**src/rtl/mc_timing_gen_if.sv**
```systemverilog
// -----------------------------------------------------------------------------
// mc_timing_gen_if
//   Bundle between the machine-cycle timing generator and its neighbours.
//   The decoder drives cycles_in / movx / movx_wr, the external memory
//   interface drives wait_req; everything else is produced by the generator.
//
//   slave  : view taken by mc_timing_gen (consumes requests, drives timing)
//   master : view taken by the decoder / bus side (or a testbench)
//
//   Signals
//     cycles_in    [CYC_W]  extra machine cycles of the instruction
//     movx                  instruction is MOVX
//     movx_wr               MOVX direction, 1 = write
//     wait_req              slow-memory stretch request
//     phase                 0 = first half of state, 1 = second half
//     s_idx        [SW]     current state index, 0 = S1
//     cyc_remain   [CYC_W]  machine cycles left after the current one
//     first_cyc             first machine cycle of the instruction
//     data_cyc              MOVX data cycle
//     instr_end             final clock of the instruction (IR load)
//     ale, psen_n, rd_n, wr_n   external bus strobes
//     wait_active           current state is a stretched repeat
//     wait_timeout          one-clock pulse on a forced end of stretch
// -----------------------------------------------------------------------------
interface mc_timing_gen_if #(
    parameter int N_STATES = 6,
    parameter int CYC_W    = 2
);
    localparam int SW = $clog2(N_STATES);

    logic [CYC_W-1:0] cycles_in;
    logic             movx;
    logic             movx_wr;
    logic             wait_req;

    logic             phase;
    logic [SW-1:0]    s_idx;
    logic [CYC_W-1:0] cyc_remain;
    logic             first_cyc;
    logic             data_cyc;
    logic             instr_end;
    logic             ale;
    logic             psen_n;
    logic             rd_n;
    logic             wr_n;
    logic             wait_active;
    logic             wait_timeout;

    modport slave (
        input  cycles_in, movx, movx_wr, wait_req,
        output phase, s_idx, cyc_remain, first_cyc, data_cyc, instr_end,
               ale, psen_n, rd_n, wr_n, wait_active, wait_timeout
    );

    modport master (
        output cycles_in, movx, movx_wr, wait_req,
        input  phase, s_idx, cyc_remain, first_cyc, data_cyc, instr_end,
               ale, psen_n, rd_n, wr_n, wait_active, wait_timeout
    );
endinterface

```
**src/rtl/mc_timing_gen.sv**
```systemverilog
// -----------------------------------------------------------------------------
// mc_timing_gen
//   Machine-cycle timing generator for the MCU51 core. Sequences the
//   phase / state counter (S1..Sn), counts the extra machine cycles of
//   multi-cycle instructions, and produces the CODE/XDATA bus strobes.
//   One state can be stretched by wait_req for slow external memory, with
//   a bounded number of repeats.
//
//   Ports
//     clk    in   system clock, rising edge
//     reset  in   asynchronous, active-high reset
//     bus    slave view of mc_timing_gen_if (decoder inputs, timing and
//            strobe outputs)
//
//   Every output comes straight from a register. The next-state logic
//   computes the next phase/state first and derives all flags and strobes
//   from those next values, so strobe edges line up with the state update.
//
//   Stretch controller states
//     state       | meaning
//     ------------+-----------------------------------------------------
//     ST_RUN      | normal sequencing, strobes follow phase/state
//     ST_STRETCH  | WAIT_S is being repeated; strobes hold, wait_active=1
// -----------------------------------------------------------------------------
module mc_timing_gen #(
    parameter int N_STATES = 6,
    parameter int CYC_W    = 2,
    parameter int WAIT_S   = 2,
    parameter int MAX_WAIT = 3
) (
    input  logic           clk,
    input  logic           reset,
    mc_timing_gen_if.slave bus
);

    localparam int SW   = $clog2(N_STATES);
    localparam int HALF = N_STATES / 2;
    localparam int WCW  = $clog2(MAX_WAIT + 1);

    localparam logic [SW-1:0]  S_LAST  = SW'(N_STATES - 1);
    localparam logic [SW-1:0]  S_WAIT  = SW'(WAIT_S);
    localparam logic [SW-1:0]  S_ONE   = SW'(1);
    localparam logic [SW-1:0]  S_TWO   = SW'(2);
    localparam logic [SW-1:0]  S_HALF  = SW'(HALF);
    localparam logic [SW-1:0]  S_HALF1 = SW'(HALF + 1);
    localparam logic [SW-1:0]  S_HALF2 = SW'(HALF + 2);
    localparam logic [WCW-1:0] W_MAX   = WCW'(MAX_WAIT);

    typedef enum logic {
        ST_RUN     = 1'b0,
        ST_STRETCH = 1'b1
    } st_t;

    // registers
    st_t              r_st;
    logic             r_phase;
    logic [SW-1:0]    r_s_idx;
    logic [CYC_W-1:0] r_cyc_remain;
    logic             r_first_cyc;
    logic             r_data_cyc;
    logic             r_instr_end;
    logic             r_ale;
    logic             r_psen_n;
    logic             r_rd_n;
    logic             r_wr_n;
    logic             r_wait_timeout;
    logic [WCW-1:0]   r_wait_cnt;
    logic             r_movx_lat;
    logic             r_movx_wr_lat;
    logic             r_strb_en;

    // next-state values
    st_t              w_st_nxt;
    logic             w_phase_nxt;
    logic [SW-1:0]    w_s_idx_nxt;
    logic [CYC_W-1:0] w_cyc_nxt;
    logic             w_first_nxt;
    logic             w_data_nxt;
    logic             w_instr_end_nxt;
    logic             w_ale_nxt;
    logic             w_psen_n_nxt;
    logic             w_rd_n_nxt;
    logic             w_wr_n_nxt;
    logic             w_tmo_nxt;
    logic [WCW-1:0]   w_wait_cnt_nxt;
    logic             w_movx_nxt;
    logic             w_movx_wr_nxt;
    logic             w_strb_en_nxt;
    logic             w_at_wait;
    logic             w_xfer;

    always_ff @(posedge clk or posedge reset) begin
        if (reset) begin
            r_st           <= ST_RUN;
            r_phase        <= 1'b0;
            r_s_idx        <= S_LAST;
            r_cyc_remain   <= '0;
            r_first_cyc    <= 1'b0;
            r_data_cyc     <= 1'b0;
            r_instr_end    <= 1'b0;
            r_ale          <= 1'b0;
            r_psen_n       <= 1'b1;
            r_rd_n         <= 1'b1;
            r_wr_n         <= 1'b1;
            r_wait_timeout <= 1'b0;
            r_wait_cnt     <= '0;
            r_movx_lat     <= 1'b0;
            r_movx_wr_lat  <= 1'b0;
            r_strb_en      <= 1'b0;
        end else begin
            r_st           <= w_st_nxt;
            r_phase        <= w_phase_nxt;
            r_s_idx        <= w_s_idx_nxt;
            r_cyc_remain   <= w_cyc_nxt;
            r_first_cyc    <= w_first_nxt;
            r_data_cyc     <= w_data_nxt;
            r_instr_end    <= w_instr_end_nxt;
            r_ale          <= w_ale_nxt;
            r_psen_n       <= w_psen_n_nxt;
            r_rd_n         <= w_rd_n_nxt;
            r_wr_n         <= w_wr_n_nxt;
            r_wait_timeout <= w_tmo_nxt;
            r_wait_cnt     <= w_wait_cnt_nxt;
            r_movx_lat     <= w_movx_nxt;
            r_movx_wr_lat  <= w_movx_wr_nxt;
            r_strb_en      <= w_strb_en_nxt;
        end
    end

    always_comb begin
        w_st_nxt       = r_st;
        w_phase_nxt    = ~r_phase;
        w_s_idx_nxt    = r_s_idx;
        w_cyc_nxt      = r_cyc_remain;
        w_first_nxt    = r_first_cyc;
        w_tmo_nxt      = 1'b0;
        w_wait_cnt_nxt = r_wait_cnt;
        w_movx_nxt     = r_movx_lat;
        w_movx_wr_nxt  = r_movx_wr_lat;
        w_strb_en_nxt  = r_strb_en;
        w_at_wait      = (r_s_idx == S_WAIT) && bus.wait_req;
        w_xfer         = 1'b0;

        // State decisions are only taken on the second half of a state.
        if (r_phase) begin
            if (w_at_wait && (r_wait_cnt < W_MAX)) begin
                w_wait_cnt_nxt = r_wait_cnt + 1'b1;
                w_st_nxt       = ST_STRETCH;
            end else begin
                // A request still pending here means the repeat budget ran out.
                w_tmo_nxt      = w_at_wait;
                w_wait_cnt_nxt = '0;
                w_st_nxt       = ST_RUN;
                if (r_s_idx == S_LAST) begin
                    w_s_idx_nxt   = '0;
                    w_strb_en_nxt = 1'b1;
                    if (r_cyc_remain == '0) begin
                        w_first_nxt = 1'b1;
                    end else begin
                        w_cyc_nxt = r_cyc_remain - 1'b1;
                    end
                end else begin
                    w_s_idx_nxt = r_s_idx + 1'b1;
                end
                if (r_s_idx == '0) begin
                    w_first_nxt = 1'b0;
                    if (r_first_cyc) begin
                        w_cyc_nxt     = bus.cycles_in;
                        w_movx_nxt    = bus.movx & (bus.cycles_in != '0);
                        w_movx_wr_nxt = bus.movx_wr;
                    end
                end
            end
        end

        w_instr_end_nxt = w_phase_nxt && (w_s_idx_nxt == S_LAST) && (w_cyc_nxt == '0);
        // first_cyc masks the stale descriptor during state 0 of a new instruction.
        w_data_nxt      = w_movx_nxt && (w_cyc_nxt == '0) && !w_first_nxt;

        w_ale_nxt    = r_ale;
        w_psen_n_nxt = r_psen_n;
        w_rd_n_nxt   = r_rd_n;
        w_wr_n_nxt   = r_wr_n;
        if (w_st_nxt != ST_STRETCH) begin
            w_ale_nxt    = 1'b0;
            w_psen_n_nxt = 1'b1;
            w_rd_n_nxt   = 1'b1;
            w_wr_n_nxt   = 1'b1;
            // Strobes stay quiet until the first full machine cycle after
            // reset so a reset never leaves a truncated pulse behind.
            if (w_strb_en_nxt) begin
                if (w_data_nxt) begin
                    w_ale_nxt = (w_s_idx_nxt == '0);
                    w_xfer    = (w_s_idx_nxt != '0) && (w_s_idx_nxt != S_LAST);
                    w_rd_n_nxt = ~(w_xfer & ~w_movx_wr_nxt);
                    w_wr_n_nxt = ~(w_xfer &  w_movx_wr_nxt);
                end else begin
                    w_ale_nxt    = (w_s_idx_nxt == '0) || (w_s_idx_nxt == S_HALF);
                    w_psen_n_nxt = ~(((w_s_idx_nxt == S_ONE) && w_phase_nxt)
                                   || (w_s_idx_nxt == S_TWO)
                                   || ((w_s_idx_nxt == S_HALF1) && w_phase_nxt)
                                   || (w_s_idx_nxt == S_HALF2));
                end
            end
        end
    end

    assign bus.phase        = r_phase;
    assign bus.s_idx        = r_s_idx;
    assign bus.cyc_remain   = r_cyc_remain;
    assign bus.first_cyc    = r_first_cyc;
    assign bus.data_cyc     = r_data_cyc;
    assign bus.instr_end    = r_instr_end;
    assign bus.ale          = r_ale;
    assign bus.psen_n       = r_psen_n;
    assign bus.rd_n         = r_rd_n;
    assign bus.wr_n         = r_wr_n;
    assign bus.wait_active  = (r_st == ST_STRETCH);
    assign bus.wait_timeout = r_wait_timeout;

endmodule

```
**src/flat_wrapper.sv**
```systemverilog
// flat-port wrapper written by rule: the top's interface ports become plain ports
module mc_timing_gen_flat 
#(
    parameter int N_STATES = 6,
    parameter int CYC_W    = 2,
    parameter int WAIT_S   = 2,
    parameter int MAX_WAIT = 3
)
  (clk, reset, bus_cycles_in, bus_movx, bus_movx_wr, bus_wait_req, bus_phase, bus_s_idx, bus_cyc_remain, bus_first_cyc, bus_data_cyc, bus_instr_end, bus_ale, bus_psen_n, bus_rd_n, bus_wr_n, bus_wait_active, bus_wait_timeout);
  mc_timing_gen_if #(.N_STATES(N_STATES), .CYC_W(CYC_W)) bus_i ();
  input  logic clk;
  input  logic reset;
  input wire logic [$bits(bus_i.cycles_in)-1:0] bus_cycles_in;
  input wire logic [$bits(bus_i.movx)-1:0] bus_movx;
  input wire logic [$bits(bus_i.movx_wr)-1:0] bus_movx_wr;
  input wire logic [$bits(bus_i.wait_req)-1:0] bus_wait_req;
  output wire logic [$bits(bus_i.phase)-1:0] bus_phase;
  output wire logic [$bits(bus_i.s_idx)-1:0] bus_s_idx;
  output wire logic [$bits(bus_i.cyc_remain)-1:0] bus_cyc_remain;
  output wire logic [$bits(bus_i.first_cyc)-1:0] bus_first_cyc;
  output wire logic [$bits(bus_i.data_cyc)-1:0] bus_data_cyc;
  output wire logic [$bits(bus_i.instr_end)-1:0] bus_instr_end;
  output wire logic [$bits(bus_i.ale)-1:0] bus_ale;
  output wire logic [$bits(bus_i.psen_n)-1:0] bus_psen_n;
  output wire logic [$bits(bus_i.rd_n)-1:0] bus_rd_n;
  output wire logic [$bits(bus_i.wr_n)-1:0] bus_wr_n;
  output wire logic [$bits(bus_i.wait_active)-1:0] bus_wait_active;
  output wire logic [$bits(bus_i.wait_timeout)-1:0] bus_wait_timeout;
  assign bus_i.cycles_in = bus_cycles_in;
  assign bus_i.movx = bus_movx;
  assign bus_i.movx_wr = bus_movx_wr;
  assign bus_i.wait_req = bus_wait_req;
  assign bus_phase = bus_i.phase;
  assign bus_s_idx = bus_i.s_idx;
  assign bus_cyc_remain = bus_i.cyc_remain;
  assign bus_first_cyc = bus_i.first_cyc;
  assign bus_data_cyc = bus_i.data_cyc;
  assign bus_instr_end = bus_i.instr_end;
  assign bus_ale = bus_i.ale;
  assign bus_psen_n = bus_i.psen_n;
  assign bus_rd_n = bus_i.rd_n;
  assign bus_wr_n = bus_i.wr_n;
  assign bus_wait_active = bus_i.wait_active;
  assign bus_wait_timeout = bus_i.wait_timeout;
  mc_timing_gen #(.N_STATES(N_STATES), .CYC_W(CYC_W), .WAIT_S(WAIT_S), .MAX_WAIT(MAX_WAIT)) u_core (.clk(clk), .reset(reset), .bus(bus_i));
endmodule
```
**config.mk**
```make
export PLATFORM = sky130hd
export DESIGN_NAME = mc_timing_gen_flat
export DESIGN_NICKNAME = d
export VERILOG_FILES = /design/src/rtl/mc_timing_gen_if.sv /design/src/rtl/mc_timing_gen.sv /design/src/flat_wrapper.sv
export SDC_FILE = /design/constraint.sdc
export NUM_CORES = 1
export LEC_CHECK = 0
export CORE_MARGIN = 4
export CORE_UTILIZATION = 53
export CTS_BUF_LIST = sky130_fd_sc_hd__clkbuf_16
export CTS_CLUSTER_SIZE = 16
export DETAILED_ROUTE_END_ITERATION = 12
export PLACE_DENSITY_LB_ADDON = 0.12
export SLEW_MARGIN = 20
export SYNTH_ARGS = -nofsm -noshare
export SYNTH_HDL_FRONTEND = slang
export SYNTH_SLANG_ARGS = --single-unit
```
**constraint.sdc**
```tcl
create_clock -name clk -period 3.64 [get_ports clk]
set_clock_uncertainty 0.2 [all_clocks]
set_input_delay 0.546 -clock clk [delete_from_list [all_inputs] [get_ports clk]]
set_output_delay 0.546 -clock clk [all_outputs]
set_load 0.01 [all_outputs]
```
---- Yosys cells after proc, flatten, opt, wreduce, memory -nomap -nowiden ----
Cells that the tools add are included.
Widths: inputs -> output; s select.
storage, ports and cells
  bits in registers ....................... 20
  ROM bits ................................ 0
  memories kept ........................... 0
  bits in writable memories ............... 0
  bits in latches ......................... 0
cells by class
  muxes and demuxes ....................... 38
  order comparisons ....................... 1
  bitwise logic cells ..................... 8
  reduce and logical (&&, ||, !) cells .... 20
  equal/unequal tests ..................... 8
  $mul .................................... 0
  add/subtract/negate cells ............... 3
  shift-type cells ........................ 0
  divide/modulo/power cells ............... 0
operators by type and width
  cell                 number
  $mux 1               28
  $mux 2               7
  $eq 3x2->1 const B   3
  $eq 3x3->1 const B   3
  $logic_and 1x1->1    9
  $mux 3               3
  $logic_not 3->1      2
  $not 1->1            5
  $logic_not 2->1      2
  $logic_or 1x1->1     4
  $add 3x1->3 const B  1
  $and 1x1->1          3
  $eq 3x1->1 const B   1
  $ne 3x3->1 const B   1
  $reduce_bool 3->1    1
  $add 2x1->2 const B  1
  $lt 2x2->1 const B   1
  $reduce_bool 2->1    1
  $sub 2x1->2 const B  1
  $logic_not 1->1      1

---- Longest topological paths before layout ----
Gate-level depths: netlist of run 1.
  depth in word-level cells ............... 13
  gate-level depth with buffers ........... 6
  depth with buffers taken out ............ 6

---- Worst setup path after synthesis of run 1 ----
OpenSTA, ideal clock, no wires.
  path type ............................... register -> register
  from .................................... reg u_core.r_s_idx[2], in the netlist u_core.bus.s_idx[2]
  to ...................................... reg u_core.r_ale, in the netlist u_core.bus.ale
  required time ........................... 3.304 ns
  path buffers ............................ 1
  clock period less this slack ............ 1.848 ns
  setup time .............................. 0.136 ns
  setup slack ............................. 1.792 ns
  arrival ................................. 1.512 ns
  cell stages (with the launch flop) ...... 6
  cell sequence ........................... dfstp_2 > buf_2 > o21ai_1 > a211o_1 > a211oi_4 > o211ai_1
between the ends
  word-level cells in the longest chain between the ends .. 11
RTL lines
  element                           RTL line              RTL
  start, declared                   mc_timing_gen.sv:57   logic [SW-1:0] r_s_idx;
  start signal, assigned            mc_timing_gen.sv:113  r_s_idx <= w_s_idx_nxt;
  $eq 3x3->1                        mc_timing_gen.sv:154  if (r_s_idx == S_LAST) begin
  $mux 2                            mc_timing_gen.sv:154
  $mux 2                            mc_timing_gen.sv:167  if (r_first_cyc) begin
  $mux 2                            mc_timing_gen.sv:165  if (r_s_idx == '0) begin
  $mux 2 *                          mc_timing_gen.sv:146  if (w_at_wait && (r_wait_cnt < W_MAX)) begin
  $mux 2 *                          mc_timing_gen.sv:145  if (r_phase) begin
  net u_core.w_cyc_nxt[1]           mc_timing_gen.sv:76   logic [CYC_W-1:0] w_cyc_nxt;
  $logic_not 2->1 *                 mc_timing_gen.sv:178  w_data_nxt = w_movx_nxt && (w_cyc_nxt == '0) && !w_first_nxt;
  $logic_and 1x1->1 * (2 in a row)  mc_timing_gen.sv:178
  net u_core.w_data_nxt             mc_timing_gen.sv:78   logic w_data_nxt;
  $mux 1 *                          mc_timing_gen.sv:192  if (w_data_nxt) begin
  $mux 1 *                          mc_timing_gen.sv:191  if (w_strb_en_nxt) begin
  end signal, assigned              mc_timing_gen.sv:118  r_ale <= w_ale_nxt;
  end, declared                     mc_timing_gen.sv:62   logic r_ale;
Mark *: on every way through the listed nets, which the timed path passes. The rest lies on a longest branch.
A chain may end at the register's enable or synchronous reset.

---- Final worst setup path of run 1 ----
  from .................................... reg u_core.r_s_idx[0], in the netlist u_core.bus.s_idx[0]
  to ...................................... out bus_s_idx[0]
RTL lines
  element        RTL line            RTL
  end, declared  flat_wrapper.sv:18  output wire logic [$bits(bus_i.s_idx)-1:0] bus_s_idx;
No word-level cell between the ends.

==> metrics.yaml, run 1 <==
setup_violations: 0
worst_slew_pin_slew_ns: 0.750
cts_buffers: 3
io_buffers: 21
antenna_cells: 0
gp_congestion: 0.864
worst_setup_path_start_kind: "flip-flop"
fin_cells: 144
drv_cap: 0
min_period_ns: 2.31
final_hold_viol_count: 0
syn_area_mm2: 0.00104
gr-usage-met1_pct: 23.4
placed_area_mm2: 0.00125
drt-wirelength-per-cell_um: 15.6
grt-ovfl-total: 0
fmax_mhz: 433
die-area_mm2: 0.00273
hpwl_um: 1600
required_ns: 2.89
h-tree-depth: 1
via_count: 881
path_buf_inv: 1
cts_sinks: 20
cts_tree: "yes"
clk_path_buf_depth: 2
ir_worst_vdd_mv: 0.571
die_w_um: 52.3
pin_count: 22
grt_pass1_wl_um: 3840
period_share_pct: 63.5
ys_seq_area_share_pct: 48.8
synthArstFlopShare_pct: 100
grt.busiest_layer: "met2"
antenna_found_initial: 0
slowest_delay_ns: 0.71
clockRootBuffer: "clkbuf_16"
outcome: "complete, no violations"
synth_top_cell_area_share_pct: 36.1
routed_wl_um: 2250
dr.pass1.iters: 4
critical_path_class: "flip-flop to output pin"
cts_setup_buffers: 0
avgSynthCellArea_um2: 10.6
grt_pass1_vias: 863
crit_fanout: 15
post-synth-top-area-cell: "dfrtp_1"
drtIter0Drc: 15
final_cell_mix: "clkdlybuf4s50_1, dfrtp_1, inv_1"
yosys_register_bits: 20
drtAntennaViolNets: 0
rows: 15
r2r_slack_ns: 1.47
grt_use_total_pct: 19.9
hp-class: "flip-flop to flip-flop"
syn_to_final_growth_pct: 28.1
clk_latency_ns: 0.25
synth_nets: 106
layout.nets: 128
grt_util_met3_pct: 7.69
cts_resized: 0
viasPerCell: 6.12
final_common_cell: "clkdlybuf4s50_1"
synth_cell_types: 43
tns_ns: 0
rsz0062_at_grt: "no"
maxSlewHeadroom_pct: 50.0
core_mm2: 0.00178
synth_ff_type: "dfrtp_1"
path_cells: "clkdlybuf4s50_1"
crit_path_end_kind: "output pin"
synth.area.top_cells: "dfrtp_1, dfstp_2, inv_1, nand2_1, mux2_2"
place_inst: 140
crit_slowest_cell: "dfstp_2"
start_util_pct: 58.2
p_leak_nw: 0.569
cts.clk_slew.worst_paths_ns: 0.05
path_delay_family: "flip-flops"
maxSlewViolCount: 0
drive_gt1_share_pct: 13.4
postCtsHoldBufs: 0
drcViolationCount: 0
worstPathArrival_ns: 1.57
synth_edf_count: 0
grt_max_degree: 21
powerDensity_mw_per_mm2: 852
synthCells: 98
grt_use_met2_pct: 31.8
design_area_mm2: 0.00133
ys.warnings.count: 0
chipHeight_um: 52.3
-- layer usage --
layer  vias to the layer above  part of all wire [%]
met5                         -                     0
met4                         0                   1.8
li1                        401                     -
met3                         5                   7.6
met1                       430                    42
met2                        45                    49
-- worst paths after layout --
path	from	to	cells after the start
worst max-delay path	u_core.bus.s_idx[0]	bus_s_idx[0]	1
worst min-delay path	u_core.r_strb_en	u_core.r_strb_en	1
worst max register to register	u_core.bus.phase	u_core.bus.ale	5
worst min register to register	u_core.r_strb_en	u_core.r_strb_en	1
max in group asynchronous	reset	u_core.bus.ale	2
min in group asynchronous	reset	u_core.bus.instr_end	2
-- cell families (layout without fill, tap and decap cells) --
logic type | Yosys count | in the layout | share of synthesized area, %
AOI/OAI and AO/OA | 26 | 26 | 19.6
xor gates and xnor gates | 1 | 1 | 0.844
DFF | 20 | 20 | 48.8
muxes | 3 | 3 | 3.25
adders and majority gates | 2 | 2 | 2.17
buffers and inverters | 13 | 34 | 6.02
and+or+nand+nor | 33 | 33 | 19.3
-- cells in the mapped netlist (all sizes together) (2+ instances only) --
master,count
dfrtp,15
inv,9
nand2,9
nor2,6
dfstp,5
buf,4
nor2b,4
o21ai,4
a21o,3
a21oi,3
a31oi,3
mux2,3
nand4b,2
nor3,2
o2111ai,2
-- cell type report --
class	instances	area, µm²
Multi-Input combinational cell	65	469
Clock inverter	1	3.75
Fill cell	129	453
Clock buffer	3	75.1
Tap cell	25	31.3
Timing Repair Buffer	21	210
Inverter	9	33.8
Sequential cell	20	507
-- state kept, by name, summed over array words and instances (netlist names) --
name and count:
u_core.bus.s_idx 3, u_core.bus.cyc_remain 2, u_core.r_wait_cnt 2, u_core.bus.ale 1, u_core.bus.data_cyc 1, u_core.bus.first_cyc 1
u_core.bus.instr_end 1, u_core.bus.phase 1, u_core.bus.psen_n 1, u_core.bus.rd_n 1, u_core.bus.wait_active 1, u_core.bus.wait_timeout 1
u_core.bus.wr_n 1, u_core.r_movx_lat 1, u_core.r_movx_wr_lat 1, u_core.r_strb_en 1
-- through the flow --
step | setup slack (ns) | util [%] | power (mW) | hold WS [ns]
4_1_cts | 1.34 | 74.6 | 1.14 | 0.290
5_1_grt | 1.20 | 74.6 | 1.20 | 0.309
3_3_place_gp | 1.23 | 70.2 | 0.892 | 0.266
2_1_floorplan | 1.79 | - | 0.735 | 0.246
6_report | 1.33 | 74.6 | 1.13 | 0.288
3_5_place_dp | 1.10 | 70.2 | 0.905 | 0.276
-- power by group --
group | switching [mW] | internal, mW | total (mW)
Clock | 0.0797 | 0.146 | 0.226
Combinational | 0.222 | 0.259 | 0.481
Sequential | 0.109 | 0.317 | 0.426
Total | 0.411 | 0.722 | 1.13
Power figures use the tool's default switching activity.
==> run 2: changes to the inputs <==
- CORE_UTILIZATION: 53 -> 44
- clock period: 3.64 -> 1.95 ns (I/O delays scaled with it)
==> run 2 against run 1 <==
  * Register-to-register slack worse by 1.5 ns
  * Critical path depth up 5
  * Highest routed layer unchanged
  * Power up 140%
  * Flip-flop and latch count unchanged
  * Combinational power rose to 3.0 times the previous value
  * The flow now finishes with violations (setup timing)
  * Sequential share of layout area down 6.7 points
  * Routed wire length up 42%
  * Count of clock-buffer cells in the layout unchanged
  * Final cell count up 16%
  * Global-route usage down 1.1 points
  * Clock power up 150%
==> metrics.yaml, run 2 (same netlist as run 1, synthesis figures left out) <==
worst_slew_pin_slew_ns: 0.417
grt_max_degree: 13
powerDensity_mw_per_mm2: 1690
setup_violations: 4
hpwl_um: 1920
viasPerCell: 5.84
path_delay_family: "compound AO/OA/AOI/OAI gates"
placed_area_mm2: 0.00137
io_buffers: 21
path_buf_inv: 2
fill_cells: 167
tns_ns: -0.110
drv_cap: 0
crit-reg2reg-launch: "u_core.bus.s_idx[2]"
grt_use_total_pct: 18.7
antenna_found_initial: 0
final_cell_mix: "clkdlybuf4s50_1, buf_4, dfrtp_1"
required_ns: 1.87
drtAntennaViolNets: 0
r2r_slack_ns: -0.06
crit_path_end_kind: "flip-flop"
chipHeight_um: 56.6
grt-ovfl-total: 0
largest_reg_flops: 3
dp_slack_ns: -0.211
via_count: 976
reg2reg_depth: 6
outcome: "complete, but fails checks"
clk_path_buf_depth: 2
p_leak_nw: 0.712
grt_pass1_wl_um: 4660
slowest_delay_ns: 0.59
worstPathArrival_ns: 1.93
drtIter0Drc: 30
h-tree-depth: 1
crit_slowest_cell: "dfstp_2"
routed_wl_um: 3190
die-area_mm2: 0.00320
clockRootBuffer: "clkbuf_16"
fin_cells: 167
failed_checks: "setup timing"
layout.nets: 148
cts_buffers: 3
syn_to_final_growth_pct: 56.4
drcViolationCount: 0
die_w_um: 56.6
fmax_mhz: 497
worst_setup_path_start_kind: "flip-flop"
drive_gt1_share_pct: 33.8
rr_endpoint: "u_core.bus.ale"
grt_pass1_vias: 982
core_mm2: 0.00223
antenna_cells: 0
hp-class: "input port to asynchronous set/reset pin"
ir_worst_vdd_mv: 1.08
maxSlewViolCount: 0
dr.pass1.iters: 4
final_common_cell: "clkdlybuf4s50_1"
place_inst: 158
min_period_ns: 2.01
cts_tree: "yes"
seq_area_um2: 509
drt-wirelength-per-cell_um: 19.1
period_share_pct: 103
multiInputGateArea_um2: 572
final_hold_viol_count: 0
cts_sinks: 20
clk_latency_ns: 0.25
start_util_pct: 46.5
crit_fanout: 5
rsz0062_at_grt: "yes"
pin_count: 22
critical_path_class: "flip-flop to flip-flop"
rows: 17
cts.clk_slew.worst_paths_ns: 0.06
gp_congestion: 0.855
maxSlewHeadroom_pct: 72.0
design_area_mm2: 0.00162
fin_ws_ns: -0.0609
path_cells: "buf_6, buf_4, o21ai_1, a211o_1, a211oi_4, o211ai_1"
## run 2: changes by cell type in the layout (fill, tap and decap cells not counted), sizes merged
cell           change
clkdlybuf4s50      -2
dlygate4sd2        +2
buf               +20
bufinv             +1
inv                -1
## run 2: through the flow
step                utilization [%]  hold WS (ns)  power (mW)
detailed placement             61.2         0.276        1.88
global route                   72.7         0.199        2.88
floorplan                         -        0.0526        1.37
CTS                            69.1         0.142        2.55
finish                         72.7         0.133        2.74
global placement               61.2         0.268        1.85
## run 2: worst register-to-register path: cells and delay by family (launching register included)
family / cells / cell delay (ns)
AOI/OAI and AO/OA: 4 / 0.87
DFF: 1 / 0.59
buffers and inverters: 2 / 0.22
## run 2: power by group
group	total (mW)	leakage (nW)	internal (mW)	switching, mW
registers	0.747	0.239	0.593	0.154
clock network	0.559	0.0511	0.407	0.152
logic	1.43	0.422	0.762	0.671
## run 2: area by class of cell
cell class / instances / area share (%)
clock buffer: 3 / 4.62
timing repair buffer: 41 / 22.7
multi-input combinational: 65 / 35.2
inverter: 9 / 2.08
sequential: 20 / 31.4
clock inverter: 1 / 1.85
tap: 28 / 2.16
## run 2: timing repair
item                                    CTS  global route
gates resized for setup                  11            12
gates cloned                              0             0
buffers inserted                          4             2
pin swaps                                 3            14
hold buffers                              0             0
endpoints found under the setup margin    5             4
## run 2: routing by layer
layer / global-route usage, % / share of wire (%)
met3: 2.99 / 5.5
met5: 0 / 0
met2: 31.4 / 52
met1: 23.9 / 40
met4: 7.46 / 2.8
## run 2: worst max-delay path by stage
stage               slack (ns)                start             end  cells past startpoint
finish                   -0.06  u_core.bus.s_idx[2]  u_core.bus.ale                      6
global route             -0.15  u_core.bus.s_idx[0]  u_core.bus.ale                      6
CTS                      -0.03  u_core.bus.s_idx[2]  u_core.bus.ale                      6
detailed placement       -0.21         bus_wait_req  u_core.bus.ale                      6
global placement         -0.13         bus_wait_req  u_core.bus.ale                      6
floorplan                 0.10  u_core.bus.s_idx[2]  u_core.bus.ale                      5
